`src/rtl/fetch_stage_pkg.sv`:
```
// Shared types and defaults for the 16-bit pipeline front end.
package fetch_stage_pkg;

  typedef logic [15:0] word_16;

  typedef enum logic [1:0] {
    RUN,
    HALT_PEND,
    HALTED
  } fetch_state_e;

  localparam logic [3:0] HALT_OPCODE_DEF = 4'hF;
  localparam word_16     NOP_INSTR_DEF   = 16'h0000;

  typedef struct packed {
    word_16 pc;
    word_16 instr;
    logic   valid;
  } if_id_t;

endpackage

```
`src/rtl/fetch_stage.sv`:
```
// Instruction-fetch stage: owns the PC, drives the async-read instruction ROM,
// and fills the IF/ID register; handles stall, branch redirect/flush and HALT.
module fetch_stage
  import fetch_stage_pkg::*;
#(
  parameter word_16      RESET_PC    = 16'h0000,
  parameter int unsigned PC_STEP     = 2,
  parameter word_16      NOP_INSTR   = NOP_INSTR_DEF,
  parameter logic [3:0]  HALT_OPCODE = HALT_OPCODE_DEF
) (
  input  logic        clk,
  input  logic        rst,
  input  logic        stall,
  input  logic        branch_taken,
  input  logic [15:0] branch_pc,
  input  logic [15:0] branch_offset,
  output logic [15:0] adder_pc,
  output logic [15:0] adder_offset,
  input  logic [15:0] adder_sum,
  output logic [15:0] imem_addr,
  input  logic [15:0] imem_data,
  output logic [15:0] if_pc,
  output logic [15:0] if_instr,
  output logic        if_valid,
  output logic        halted
);

  word_16       r_pc;
  word_16       w_pcNext;
  if_id_t       r_ifId;
  if_id_t       w_ifIdNext;
  logic         r_halted;
  logic         w_haltedNext;
  fetch_state_e r_state;
  fetch_state_e w_stateNext;
  word_16       w_target;

  assign adder_pc     = branch_pc;
  assign adder_offset = branch_offset;
  assign imem_addr    = r_pc;
  assign w_target     = {adder_sum[15:1], 1'b0};

  assign if_pc    = r_ifId.pc;
  assign if_instr = r_ifId.instr;
  assign if_valid = r_ifId.valid;
  assign halted   = r_halted;

  // Next-PC / IF-ID mux: branch beats stall; HALTED ignores everything but reset.
  always_comb begin
    w_pcNext     = r_pc;
    w_ifIdNext   = r_ifId;
    w_haltedNext = r_halted;
    w_stateNext  = r_state;
    unique case (r_state)
      RUN, HALT_PEND: begin
        if (branch_taken) begin
          w_pcNext         = w_target;
          w_ifIdNext.instr = NOP_INSTR;
          w_ifIdNext.valid = 1'b0;
          w_stateNext      = RUN;
        end else if (stall) begin
          w_pcNext = r_pc;
        end else if (r_state == HALT_PEND) begin
          w_ifIdNext.instr = NOP_INSTR;
          w_ifIdNext.valid = 1'b0;
          w_haltedNext     = 1'b1;
          w_stateNext      = HALTED;
        end else begin
          w_ifIdNext.instr = imem_data;
          w_ifIdNext.pc    = r_pc;
          w_ifIdNext.valid = 1'b1;
          if (imem_data[15:12] == HALT_OPCODE) begin
            w_stateNext = HALT_PEND;
          end else begin
            w_pcNext = r_pc + 16'(PC_STEP);
          end
        end
      end
      HALTED: begin
        w_stateNext = HALTED;
      end
      default: begin
        w_stateNext = RUN;
      end
    endcase
  end

  always_ff @(posedge clk) begin
    if (rst) begin
      r_pc         <= RESET_PC;
      r_ifId.pc    <= 16'h0000;
      r_ifId.instr <= NOP_INSTR;
      r_ifId.valid <= 1'b0;
      r_halted     <= 1'b0;
      r_state      <= RUN;
    end else begin
      r_pc     <= w_pcNext;
      r_ifId   <= w_ifIdNext;
      r_halted <= w_haltedNext;
      r_state  <= w_stateNext;
    end
  end

endmodule

```
`config.mk`:
```
export PLATFORM = sky130hd
export DESIGN_NAME = fetch_stage
export DESIGN_NICKNAME = d
export VERILOG_FILES = /design/src/rtl/fetch_stage_pkg.sv /design/src/rtl/fetch_stage.sv
export SDC_FILE = /design/constraint.sdc
export NUM_CORES = 1
export LEC_CHECK = 0
export CAP_MARGIN = 20
export CORE_ASPECT_RATIO = 0.8
export CORE_UTILIZATION = 37
export DETAILED_ROUTE_END_ITERATION = 8
export GPL_ROUTABILITY_DRIVEN = 0
export PLACE_DENSITY = 0.88
export SETUP_SLACK_MARGIN = 0.02
export SKIP_LAST_GASP = 1
export SYNTH_ARGS = -nofsm -noshare
export SYNTH_HDL_FRONTEND = slang
export SYNTH_SLANG_ARGS = --single-unit
```
`constraint.sdc`:
```
create_clock -name clk -period 2.4 [get_ports clk]
set_input_delay 0.24 -clock clk [delete_from_list [all_inputs] [get_ports clk]]
set_output_delay 0.24 -clock clk [all_outputs]
set_load 0.01 [all_outputs]
```
Word level (Yosys, flattened, before mapping)
Index checks and enable logic that the tools add are counted.
{"block": "op_classes", "addsub": 1, "mul": 0, "n_div": 0, "order_cmp": 0, "eq_ne": 8, "n_shift": 0, "mux": 12, "bitwise": 3, "reduce_logical": 7}
{"cell": "2-to-1 mux 16 bit", "n": 4}
{"cell": "2-to-1 mux 17 bit", "n": 3}
{"cell": "adder 16 x 2 -> 16 bit, second input constant", "n": 1}
{"cell": "AND reduction 4 bit", "n": 3}
{"cell": "2-to-1 mux 2 bit", "n": 4}
{"cell": "equality test 4 bit, second input constant", "n": 1}
{"cell": "inequality test 2 bit, second input constant", "n": 2}
{"cell": "inequality test 4 bit, second input constant", "n": 1}
{"cell": "case mux 2 bit (2 select lines)", "n": 1}
{"cell": "AND reduction 2 bit", "n": 2}
{"cell": "inequality test 3 bit, second input constant", "n": 1}
{"cell": "inverter 1 bit", "n": 3}
{"cell": "equality test 2 x 1 -> 1 bit, second input constant", "n": 1}
{"cell": "equality test 2 bit, second input constant", "n": 1}
{"cell": "zero test 2 bit", "n": 1}
{"cell": "inequality test 2 x 1 -> 1 bit, second input constant", "n": 1}
{"cell": "OR reduction 2 bit", "n": 1}
{"block": "word_totals", "register_bits": 52, "latch_bits": 0, "ramBits": 0, "rom_bits": 0, "in_bits": 68, "output_inout_bits": 82, "memories": 0}

Depth between registers and ports, before layout
Gate-level depths: netlist of run 1.
{"block": "logic_depth", "depth_word": 6, "mapped_depth": 6, "ltp_nobuf": 5}

Worst setup path after synthesis of run 1
OpenSTA, ideal clock, no wires.
{"block": "synth_path", "kind": "register to register", "from": "register r_state[0]", "to": "register r_pc[14], in the netlist imem_addr[14]", "setup_ps": 79, "arrival_time_ps": 1787, "required_time_ps": 2321, "path_slack_ps": 534, "stages_incl_launch_ff": 7, "n_path_buf": 2, "period_less_slack_ps": 1866, "path_cell_list": "dfxtp_1 buf_6 or4_4 buf_6 nor3_4 or4b_1 o211ai_1"}
{"block": "synth_via", "elab_chain_len": 3}
{"item": "start: declaration", "line_no": "fetch_stage.sv:34", "source": "fetch_state_e r_state;"}
{"item": "start signal: assignment", "line_no": "fetch_stage.sv:100", "source": "r_state <= w_stateNext;"}
{"item": "equality test 2 x 1 -> 1 bit / zero test 2 bit (equally long branches)", "line_no": "fetch_stage.sv:54, fetch_stage.sv:63"}
{"item": "inequality test 2 bit (no source line) / OR reduction 2 bit (equally long branches)"}
{"item": "AND reduction 4 bit (no source line) (*)"}
{"item": "end signal: assignment", "line_no": "fetch_stage.sv:97", "source": "r_pc <= w_pcNext;"}
{"item": "end: declaration", "line_no": "fetch_stage.sv:28", "source": "word_16 r_pc;"}
Every way passes the cells marked *; elsewhere a longest branch is shown, timed or not.
A chain may end at the register's enable or synchronous reset.

Worst setup path after layout of run 1
{"block": "layout_path", "from": "register r_pc[5], in the netlist imem_addr[5]", "to": "register r_pc[14], in the netlist imem_addr[14]"}
{"block": "layout_via", "elab_chain_len": 5}
{"item": "adder 16 x 2 -> 16 bit", "line_no": "fetch_stage.sv:75", "source": "w_pcNext = r_pc + 16'(PC_STEP);"}
{"item": "2-to-1 mux 16 bit", "line_no": "fetch_stage.sv:72", "source": "if (imem_data[15:12] == HALT_OPCODE) begin"}
{"item": "2-to-1 mux 16 bit", "line_no": "fetch_stage.sv:63", "source": "end else if (r_state == HALT_PEND) begin"}
{"item": "2-to-1 mux 16 bit", "line_no": "fetch_stage.sv:61", "source": "end else if (stall) begin"}
{"item": "2-to-1 mux 16 bit", "line_no": "fetch_stage.sv:56", "source": "if (branch_taken) begin"}
Every way passes these cells. The select of a mux whose other input is x is not followed.

==> results.txt, run 1 <==
status: complete, no violations
post-synthesis mux area share: 0.811%
YS warnings: 0
cells after synthesis: 302
Pleak: 1.11 nW
setup bufs post-CTS: 0
RSZ-0062 raised after global routing: no
share of cells above drive strength 1: 5.78%
H-tree Lvls: 2
fin crit period: 2030 ps
CP startpoint kind: flop
clock latency at the later pin of the worst-skew pair: 300 ps
cts repair resizes: 0
top-count cell post-synth: dfxtp_1
Seq/Total Area, Yosys: 40.5%
synthesized cell area: 2470 um2
Arr. time, crit path: 2260 ps
row cnt: 26
average routed wire per standard cell: 15.4 um
setup TNS: 0 ps
WHS: 383 ps
vias: 2379
CTS tree: built
Port-buffer cells: 82
I/O Pins: 150
Die ar.: 7010 um2
Core ar.: 6410 um2
Longest Clk Path Bufs: 2
clock sink count: 50
Ant. Diodes: 0
final worst path period share: 84.6%
kind of critical path: flop to flop
clock root buffer: clkbuf_8
Max VDD drop: 0.310 mV
Worst Path Required: 2630 ps
xor/xnor share of the synthesized area: 0%
clock skew: 5.02 ps
layout net count: 414
grt total ovfl: 0
MaxCap Viol Count: 0
Power Density: 556 nW/um2
ys flop type: dfxtp_1
area added between synthesis and finish: 30.4%
Hold Path Class: input port to flop
largest family of logic cells by synthesized area: simple AND/OR/NAND/NOR gates
Core Util, Final: 50.3%
Num CTS Buffers: 5
Synth Area in Compound Gates: 21.4%
total power: 1.79 mW
Die X: 93.3 um
vias in the first global route: 2227
Slew @ Worst Pin: 576 ps
global-route wire length before repair: 10400 um
DRC Markers: 0
ys async rst share: 0%
# fillers: 611
Post-DRT Antenna Nets: 0
Max transition margin: 61.5%
CP Capture Type: flop
DPL Wire Length: 4730 um
total track usage: 19.0%
Yosys cell types: 47
syn avg cell area: 8.18 um2
First DRT Iteration DRCs: 201
CTS clk-pin slew, worst paths: 90 ps
f_max: 492 MHz
Vias/cell: 5.53
Synth Area in Simple Gates: 22.2%
final hold vios: 0
largest net degree at the start of global routing: 33
Post-synth EDFFs: 0
drt pass-1 iters: 4
Routed WL: 6630 um
placed cell count: 422
crit-path max FO: 9
Seq cells post-synth: 50
synth cell count leaders: dfxtp_1, nand2_1, buf_4
share of the synthesized area in the top cell type: 40.5%
area share of fa/ha/maj cells after synthesis: 0.507%
Hold-fix buffers, CTS: 0
Initial Utilization: 38.5%
dominant cell type by area after synthesis: dfxtp_1
Slew Viols, Final: 0
Die Ht: 75.1 um
antenna violations before repair: 0
Synth area leaders: dfxtp_1, buf_4, nand2_1
final setup vio count: 0
Final Non-Filler Cells: 430
## area by class of cell
| cell class | instances | area, um2 | share of cell area [%] |
|---|---|---|---|
| clock buffer | 6 | 72.6 | 2.25 |
| inverter | 2 | 7.51 | 0.233 |
| timing repair buffer | 90 | 876 | 27.2 |
| multi-input combinational | 196 | 1120 | 34.8 |
| sequential | 50 | 1000 | 31.1 |
| tap | 84 | 105 | 3.26 |
| clock inverter | 2 | 37.5 | 1.17 |
## placed cells by master, fill, tap and decap left out, types with 4 or more instances in the layout
cell type        instances
clkdlybuf4s50_1         81
dfxtp_1                 50
a31oi_1                  4
clkbuf_8                 5
o21ai_0                  5
nand3_1                  6
buf_4                    8
nand2_1                 45
o211ai_1                 4
nor2_1                  29
a22oi_1                 20
nand4_1                  7
a21oi_1                 23
## cell families (layout without fill, tap and decap cells)
| kind of cell | after synthesis | after routing |
|---|---|---|
| other cells | 1 | 2 |
| buf+inv | 57 | 100 |
| flops | 50 | 50 |
| fa+ha+maj | 1 | 1 |
| compound gates | 78 | 78 |
| simple gates | 113 | 113 |
| mux | 2 | 2 |
## state kept, by name, indices dropped and copies added (netlist names)
signal / flops
if_instr: 16
if_pc: 15
imem_addr: 15
r_state: 2
halted: 1
if_valid: 1
## routing by layer
| metal | wire length [um] | global-route usage, % | up-vias |
|---|---|---|---|
| li1 | - | - | 1125 |
| met1 | 2830 | 22.4 | 1135 |
| met2 | 3100 | 32.8 | 100 |
| met3 | 585 | 6.67 | 19 |
| met4 | 108 | 6.15 | 0 |
| met5 | 0 | 0 | - |
## worst max-delay path, cell delays in order (launching register included)
cell,delay (ps)
dfxtp_1,500
nand3_1,230
or4_1,650
or4b_1,490
o211ai_1,100
## final timing paths
kind / start / endpoint / slack [ps] / cells past startpoint
setup reg to reg: imem_addr[5]$_SDFFE_PP0P_ / imem_addr[14]$_SDFFE_PP0P_ / 370 / 4
hold reg to reg: if_pc[1]$_SDFFE_PP0P_ / if_pc[1]$_SDFFE_PP0P_ / 460 / 2
hold / removal: rst / if_instr[0]$_SDFFE_PP0P_ / 380 / 2
setup / recovery: imem_addr[5]$_SDFFE_PP0P_ / imem_addr[14]$_SDFFE_PP0P_ / 370 / 4
## power by group
part / internal (mW) / total (mW) / switching [mW]
clock network: 0.311 / 0.595 / 0.284
registers: 0.864 / 0.906 / 0.0426
logic: 0.158 / 0.290 / 0.131
## metrics by stage
step | setup WS, ps | instance area, um2
after floorplan | 534 | 2470
after global placement | 294 | 3110
after detailed placement | 239 | 3110
after CTS | 397 | 3220
after global routing | 306 | 3220
final | 369 | 3220
(Power assumes the default switching activity.)
==> inputs of run 2 (changes only) <==
==> constraint.sdc (replaced) <==
create_clock -name clk -period 2.13 [get_ports clk]
set_input_delay 0.213 -clock clk [delete_from_list [all_inputs] [get_ports clk]]
set_output_delay 0.213 -clock clk [all_outputs]
set_load 0.01 [all_outputs]
==> run 2 against run 1 <==
Critical path depth unchanged; cell count increased by 2.1%; hold slack got worse by 14 ps; sequential power increased by 11%; critical path type unchanged; utilization increased by 1.1 points; critical endpoint unchanged; design area increased by 2.1%; global-route usage increased by 0.89 points; largest cell class unchanged.
==> results.txt, run 2 (synthesis results as in run 1) <==
Vias/cell: 5.40
Max transition margin: 64.6%
Slew Viols, Final: 0
Worst Path Buf+Inv: 0
Hold-fix buffers, CTS: 0
Hold Path Class: input port to flop
Worst Path Required: 2370 ps
met2 wire length: 3130 um
Max VDD drop: 0.358 mV
max reg flops: 16
RSZ-0062 raised after global routing: no
CP Capture Type: flop
CTS clk-pin slew, worst paths: 100 ps
final hold vios: 0
Post-DP Area: 3180 um2
share of cells above drive strength 1: 8.17%
Final Instance Area: 3290 um2
setup TNS: 0 ps
DRC Markers: 0
First DRT Iteration DRCs: 138
I/O Pins: 150
Power Density: 620 nW/um2
Die X: 93.3 um
DPL Wire Length: 4910 um
top layer in use: met4
Arr. time, crit path: 2120 ps
CP Cell Sequence: nand3_1, or4_1, or4b_1, o211ai_1
setup slack, reg-to-reg: 250 ps
Initial Utilization: 38.5%
# fillers: 595
setup bufs post-CTS: 0
status: complete, no violations
cell depth of the worst flop-to-flop path: 4
MaxCap Viol Count: 0
capturing point of the worst reg2reg path: imem_addr[14]$_SDFFE_PP0P_
Worst Hold Launch: rst
grt total ovfl: 0
Hold Path End: r_state[1]$_SDFFE_PP0P_
kind of critical path: flop to flop
CP max stage cell: or4_1
Routed WL: 6800 um
crit-path max FO: 7
Die ar.: 7010 um2
commonest non-fill, non-tap cell in the layout: clkdlybuf4s50_1
final setup vio count: 0
metal1 wirelength: 2900 um
Top delay family on crit path: simple AND/OR/NAND/NOR gates
Longest Clk Path Bufs: 2
Pleak: 1.16 nW
reg2reg start: imem_addr[6]$_SDFFE_PP0P_
CTS tree: built
DR WL met3: 579 um
fin crit period: 1880 ps
layout net count: 423
Core ar.: 6410 um2
row cnt: 26
Die Ht: 75.1 um
vias in the first global route: 2263
Slew @ Worst Pin: 531 ps
Ant. Diodes: 0
largest net degree at the start of global routing: 33
cts repair resizes: 0
f_max: 532 MHz
drt pass-1 iters: 4
Num CTS Buffers: 5
Slowest Stage Delay on Critical Path: 610 ps
vias: 2372
global-route wire length before repair: 10800 um
Post-DRT Antenna Nets: 0
Port-buffer cells: 82
clock latency at the later pin of the worst-skew pair: 310 ps
final worst path period share: 88.3%
CP startpoint kind: flop
clock root buffer: clkbuf_8
clock sink count: 50
total track usage: 19.9%
total power: 2.04 mW
most frequent cells in the layout: clkdlybuf4s50_1, dfxtp_1, nand2_1
WHS: 369 ps
H-tree Lvls: 2
average routed wire per standard cell: 15.5 um
clock skew: 8.63 ps
worst hold stages: 2
area added between synthesis and finish: 33.2%
antenna violations before repair: 0
## run 2: cell types whose count changed in the layout (fill, tap and decap cells not counted)
cell,delta
buf_4,+9
## run 2: area by class of cell
class | instances | area (um2) | area share [%]
clock inverters | 2 | 37.5 | 1.14
flip-flops and latches | 50 | 1000 | 30.4
inverters | 2 | 7.51 | 0.228
repair buffers | 99 | 943 | 28.7
well taps | 84 | 105 | 3.20
multi-input cells | 196 | 1120 | 34.1
clock buffers | 6 | 72.6 | 2.21
## run 2: worst max-delay path by stage
stage	startpoint	end	slack, ps	cells after the start
3_5_place_dp	branch_taken	imem_addr[1]$_SDFFE_PP0P_	-5	7
5_1_grt	imem_addr[6]$_SDFFE_PP0P_	imem_addr[14]$_SDFFE_PP0P_	170	4
3_3_place_gp	branch_taken	imem_addr[1]$_SDFFE_PP0P_	120	7
4_1_cts	imem_addr[6]$_SDFFE_PP0P_	imem_addr[14]$_SDFFE_PP0P_	260	4
2_1_floorplan	r_state[0]$_SDFFE_PP0P_	imem_addr[14]$_SDFFE_PP0P_	260	6
6_report	imem_addr[6]$_SDFFE_PP0P_	imem_addr[14]$_SDFFE_PP0P_	250	4
## run 2: layer usage
layer | vias to the layer above | GRT usage [%]
li1 | 1144 | -
met3 | 24 | 6.77
met2 | 98 | 32.5
met4 | 0 | 9.06
met5 | - | 0
met1 | 1106 | 24.0
## run 2: power by group
group          internal [mW]  switching, mW
clock                  0.351          0.328
sequential             0.973         0.0369
combinational          0.189          0.161
## run 2: stage by stage
step	util [%]	setup slack, ps	cells
2_1_floorplan	-	264	303
3_3_place_gp	49.6	119	431
3_5_place_dp	49.6	-5.30	431
4_1_cts	51.3	260	439
5_1_grt	51.3	166	439
6_report	51.3	249	439
==> inputs of run 3 (changes only) <==
--- a/config.mk
+++ b/config.mk
@@ -5,6 +5,7 @@
 export SDC_FILE = /design/constraint.sdc
 export NUM_CORES = 1
 export LEC_CHECK = 0
+export ABC_CLOCK_PERIOD_IN_PS = 2130
 export CAP_MARGIN = 20
 export CORE_ASPECT_RATIO = 0.8
 export CORE_UTILIZATION = 37
==> results of run 3 <==
No change in the layout: final DEF, timing and power equal those of run 2.
==> variant 1, RTL diff (flow settings as in run 1) <==
Add an input register stage for `branch_offset`, without a reset; this delays it by one clock. The other inputs are not delayed to match.
--- a/src/rtl/fetch_stage.sv
+++ b/src/rtl/fetch_stage.sv
@@ -26,4 +26,10 @@
 );
 
+  logic [15:0] branch_offset_q;
+
+  always_ff @(posedge clk) begin
+    branch_offset_q <= branch_offset;
+  end
+
   word_16       r_pc;
   word_16       w_pcNext;
@@ -37,5 +43,5 @@
 
   assign adder_pc     = branch_pc;
-  assign adder_offset = branch_offset;
+  assign adder_offset = branch_offset_q;
   assign imem_addr    = r_pc;
   assign w_target     = {adder_sum[15:1], 1'b0};
Function: changed (a bounded check fails within 4 cycles, from zero or initial values and one cycle with rst high).
==> variant 1 against run 1 <==
- hold slack lost 0.060 ns
- via count grew 10%
- sequential share of layout area grew 2.4 points
- sequential power grew 31%
- critical path depth is the same
- count of clock-buffer cells in the layout grew 4
- sequential cell count grew 16
- power grew 34%
- worst setup slack gained 0.047 ns
- synthesized area grew 7.2%
- design area grew 23%
- die area grew 7.0%
- routed wire length grew 14%
- critical endpoint is now imem_addr[13]
- largest power group unchanged
==> variant 1: results (changes against run 1) <==
[global_routing]
grt_max_degree=35  ; +6.1%
grt_pass1_wl_mm=11.5  ; +11%
antenna_found_initial=0  ; unchanged
grt_usage_pct=20.3  ; +1.3 points
grt_pass1_vias=2366  ; +6.2%

[clock_tree]
clk_pin_slew_ns=0.08
cts_buffers=9  ; +4
ctsLongestPathBuffers=2  ; unchanged
cts_root_buf=clkbuf_8
h-tree-depth=3  ; +1
insertion_delay_ns=0.35  ; +0.05 ns
cts-resized-gates=0  ; unchanged
post_cts_buffers=0  ; unchanged

[worst_hold_path]
holdCritPathClass=in -> reg
whs_endpoint=adder_offset[12]
hold_path_startpoint=branch_offset[12]
worstHoldPathCells=1  ; -1

[routing]
wl_met1_mm=3.13  ; +11%
drtPass1Iterations=4  ; unchanged
via_per_inst=5.28  ; -4.6%
routed.top_layer=met4
wl_per_cell_um=15.2  ; -1.4%
wl_met3_um=821  ; +40%
wl_met2_mm=3.49  ; +13%
first_iter_violations=151  ; -25%

[power_and_ir_drop]
leakage_nw=1.41  ; +26%
swShare_pct=27.1  ; +1.5 points
max-vdd-ir-drop_mv=0.344  ; +11%

[setup_path]
critical_path.top_delay_family=simple AND/OR/NAND/NOR gates
r2r_start=imem_addr[5]
r2r_end=imem_addr[13]
regToRegSetupSlack_ns=0.42  ; +0.05 ns
cp_slowest_cell=or4_1
critPathArrivalTime_ns=2.26  ; about the same
critPathMaxFanout=9  ; unchanged
r2r_cells=4  ; unchanged
startpoint_type=flop
cpPeakStageDelay_ns=0.57  ; -0.08 ns

[cells_and_area]
finalNonFillerCells=497  ; +16%
drive_gt1_share_pct=8.78  ; +3.0 points
fill_cells=620  ; +1.5%
n_antenna_cell=0  ; unchanged
nets=474  ; +14%

[yosys]
ys_top_cells_by_count=dfxtp_1 (66), nand2_1 (45), nor2_1 (31)
syn_inst=307  ; +1.7%
ys_seq_area_share_pct=49.9  ; +9.4 points
synth.area.top_cells=dfxtp_1 (50%), nand2_1 (6.4%), a22oi_1 (5.4%), a21oi_1 (5.3%), buf_4 (5.1%)
synthArstFlopShare_pct=0  ; unchanged
yosysWarnings=0  ; unchanged
yosysUniqueCellTypes=43  ; -8.5%

[placed_design]
dp.cells=481  ; +14%
dp_hpwl_mm=5.31  ; +12%
port-buffer-count=114  ; +39%
post_dp_cell_area_mm2=0.00377  ; +21%

[sta]
max_slew_margin_pct=55.7  ; -5.8 points
clock_skew_ns=0.00905  ; +0.00403 ns

[status]
status=finished clean

==> variant 1: cell types whose count changed in the layout (fill, tap and decap cells not counted), sizes merged, moves of 3 or more <==
cell           change
clkinv             +3
clkbuf             +4
o211ai             -4
clkdlybuf4s50     +32
nor4               +6
or2b               -3
buf                +4
a21oi              +5
dfxtp             +16
==> variant 1: final cells by class <==
type                    instances  area share [%]
well taps                      87            2.76
clock inverters                 6            1.05
inverters                       3           0.285
multi-input cells             199            27.9
clock buffers                  10            3.49
repair buffers                126            31.1
flip-flops and latches         66            33.5
==> variant 1: power by group through the flow <==
stage / Combinational (mW) / Clock, mW / Sequential (mW)
after CTS: 0.365 / 0.882 / 1.19
final: 0.366 / 0.852 / 1.19
after global routing: 0.393 / 0.919 / 1.19
after global placement: 0.355 / 0 / 1.21
after detailed placement: 0.362 / 0 / 1.21
after floorplan: 0.150 / 0 / 1.23
==> variant 1: through the flow <==
step	hold slack, ns	total power, mW	util, %	worst slack, ns
floorplan	0.268	1.38	-	0.523
global placement	0.444	1.57	54.7	0.389
detailed placement	0.446	1.58	54.7	0.325
CTS	0.309	2.44	57.3	0.423
global route	0.301	2.51	57.3	0.315
finish	0.323	2.41	57.3	0.416
==> variant 1: kinds of logic (layout without fill, tap and decap cells) <==
logic type | count (synthesis) | after routing | synth area share (%)
buffers and inverters | 43 | 145 | 8.84
adder cells (fa/ha/maj) | 1 | 1 | 0.473
multiplexers | 3 | 3 | 1.13
flip-flops | 66 | 66 | 49.9
AO/OA/AOI/OAI | 79 | 79 | 19.5
other | 1 | 2 | 0.142
AND/OR/NAND/NOR | 114 | 114 | 20.0
==> variant 1: layer usage <==
layer	vias up	track usage (%)
met5	-	0
li1	1274	-
met4	0	6.76
met1	1202	25.5
met2	131	31.3
met3	17	8.14
==> variant 1: worst max path at each step <==
stage / slack (ns) / depth (start not counted) / end
2_1_floorplan: 0.52 / 5 / imem_addr[13]
3_3_place_gp: 0.39 / 4 / imem_addr[13]
3_5_place_dp: 0.32 / 4 / imem_addr[13]
4_1_cts: 0.42 / 4 / imem_addr[13]
5_1_grt: 0.32 / 4 / imem_addr[13]
6_report: 0.42 / 4 / imem_addr[13]
==> variant 1: worst register-to-register path, stage by stage (launching register included) <==
cell and delay [ns]:
dfxtp_1 0.54, nand3_4 0.18, or4_1 0.57, or4_1 0.43
a31oi_1 0.19
==> variant 2, RTL diff (flow settings as in run 1) <==
Without the edit above. Encoding of `fetch_state_e`: now one-hot (3 bits for 3 states).
--- a/src/rtl/fetch_stage_pkg.sv
+++ b/src/rtl/fetch_stage_pkg.sv
@@ -4,8 +4,8 @@
   typedef logic [15:0] word_16;
 
-  typedef enum logic [1:0] {
-    RUN,
-    HALT_PEND,
-    HALTED
+  typedef enum logic [2:0] {
+    RUN       = 3'b001,
+    HALT_PEND = 3'b010,
+    HALTED    = 3'b100
   } fetch_state_e;
 
Behaviour: no difference found for any inputs over 4 cycles, from zero or initial values and one cycle with rst high; so few cycles prove little.
==> variant 2 against run 1 <==
- global-route usage increased by 0.19 points
- sequential share of layout area increased by 0.22 points
- combinational power increased by 2%
- register-to-register slack improved by 0.14 ns
- sequential cell count increased by 1
- clock power decreased by 13%
- power decreased by 3.1%
- worst setup slack improved by 0.064 ns
- via count increased by 0.97%
- design area increased by 1.3%
- sequential power increased by 2%
- synthesized area increased by 1.8%
- routed wire length decreased by 0.65%
- critical path type is now in -> reg
==> variant 2: results (changes against run 1) <==
[status]
status=finished clean

[power_and_ir_drop]
pg_clk_uw=518  ; -13%
power.switching_uw=484  ; +5.9%
seq-power_uw=922  ; +2%
max-vdd-ir-drop_mv=0.282  ; -9.1%
leakage_nw=1.13  ; +1.2%

[cells_and_area]
drive_gt1_share_pct=5.03  ; -0.75 points
fill_cells=599  ; -2.0%
largest_reg_flops=16  ; unchanged
n_antenna_cell=0  ; unchanged
nets=426  ; +2.9%

[routing]
drt_wl_total_mm=6.58  ; -0.65%
drtPass1Iterations=5  ; +1
first_iter_violations=237  ; +18%
via_per_inst=5.43  ; -1.8%

[placed_design]
post_dp_cell_area_mm2=0.00317  ; +1.9%
dp_hpwl_mm=4.70  ; -0.58%
port-buffer-count=82  ; unchanged

[worst_hold_path]
holdCritPathClass=reg -> reg
hold_path_startpoint=if_pc[8]
whs_endpoint=if_pc[8]
worstHoldPathCells=2  ; unchanged

[global_routing]
antenna_found_initial=0  ; unchanged
grt_usage_pct=19.2  ; +0.19 points
grt_pass1_wl_mm=10.7  ; +2.9%
grt_max_degree=28  ; -15%
grt_pass1_vias=2225  ; -0.090%

[clock_tree]
cts_buffers=5  ; unchanged
clk_pin_slew_ns=0.10
insertion_delay_ns=0.31
cts_root_buf=clkbuf_8
cts-resized-gates=0  ; unchanged
h-tree-depth=2  ; unchanged
ctsLongestPathBuffers=2  ; unchanged

[yosys]
ys_seq_area_share_pct=40.6  ; +0.070 points
yosysWarnings=0  ; unchanged
ys_top_cells_by_count=dfxtp_1 (51), nand2_1 (44), buf_4 (35)
yosysUniqueCellTypes=43  ; -8.5%
muxShareOfSynthArea_pct=0.398  ; -0.41 points
synth-compound-area-share_pct=22.0  ; +0.61 points
synth-xor-area-share_pct=0.348  ; +0.35 points
synthArstFlopShare_pct=0  ; unchanged
synthAdderAreaFrac_pct=0.498  ; -0.0091 points
synth.area.top_cells=dfxtp_1 (41%), buf_4 (10%), nand2_1 (6.6%), a22oi_1 (6.3%), a21oi_1 (5.0%)

[setup_path]
regToRegSetupSlack_ns=0.51  ; +0.14 ns
startpoint_type=input pin
critPathMaxFanout=12  ; +3
r2r_cells=4  ; unchanged
r2r_start=r_state[2]
cpPeakStageDelay_ns=0.86  ; +0.21 ns
r2r_end=imem_addr[4]
critPathArrivalTime_ns=2.20  ; -0.06 ns
cp_slowest_cell=a22oi_1

[sta]
clock_skew_ns=0.00623  ; +0.00120 ns
slew_violations=0  ; unchanged
max_slew_margin_pct=33.2  ; -28 points
hold-worst-slack_ns=0.462  ; +0.0791 ns

-- variant 2: final cells by class --
| cell class | instances | area share, % |
|---|---|---|
| Clock buffer | 5 | 2.11 |
| Tap cell | 84 | 3.22 |
| Inverter | 5 | 0.575 |
| Multi-Input combinational cell | 205 | 34.9 |
| Timing Repair Buffer | 89 | 27.1 |
| Sequential cell | 51 | 31.3 |
| Clock inverter | 3 | 0.729 |
-- variant 2: kinds of logic after synthesis --
family / Yosys count
flip-flops: 51
adder cells (fa/ha/maj): 1
other: 1
AND/OR/NAND/NOR: 115
XOR/XNOR: 1
AO/OA/AOI/OAI: 85
buffers and inverters: 58
multiplexers: 1
-- variant 2: how the worst max path moves through the flow --
stage | startpoint | end | slack [ns]
floorplan | imem_addr[1] | imem_addr[13] | 0.90
CTS | imem_data[14] | imem_addr[4] | 0.46
detailed placement | imem_data[14] | imem_addr[4] | 0.18
global route | imem_data[14] | imem_addr[5] | 0.25
finish | imem_data[14] | imem_addr[4] | 0.43
global placement | imem_data[14] | imem_addr[3] | 0.21
-- variant 2: through the flow --
stage	std cells	utilization, %	power [mW]	worst slack (ns)
2_1_floorplan	314	-	1.12	0.899
3_3_place_gp	434	49.0	1.23	0.208
3_5_place_dp	434	49.0	1.24	0.181
4_1_cts	442	50.4	1.75	0.457
5_1_grt	442	50.4	1.82	0.246
6_report	442	50.4	1.74	0.432
-- variant 2: critical path, delay by kind of cell --
kind	cells	cell delay, ns
AND/OR/NAND/NOR	1	0.21
buffers and inverters	1	0.49
AO/OA/AOI/OAI	3	1.26
-- variant 2: metal layers --
layer  routed length, µm  part of all wire (%)  global-route usage [%]
met5                   0                     0                       0
met4                 104                   1.6                    6.50
met3                 694                    11                    5.99
met2                2950                    45                    30.1
met1                2840                    43                    25.1
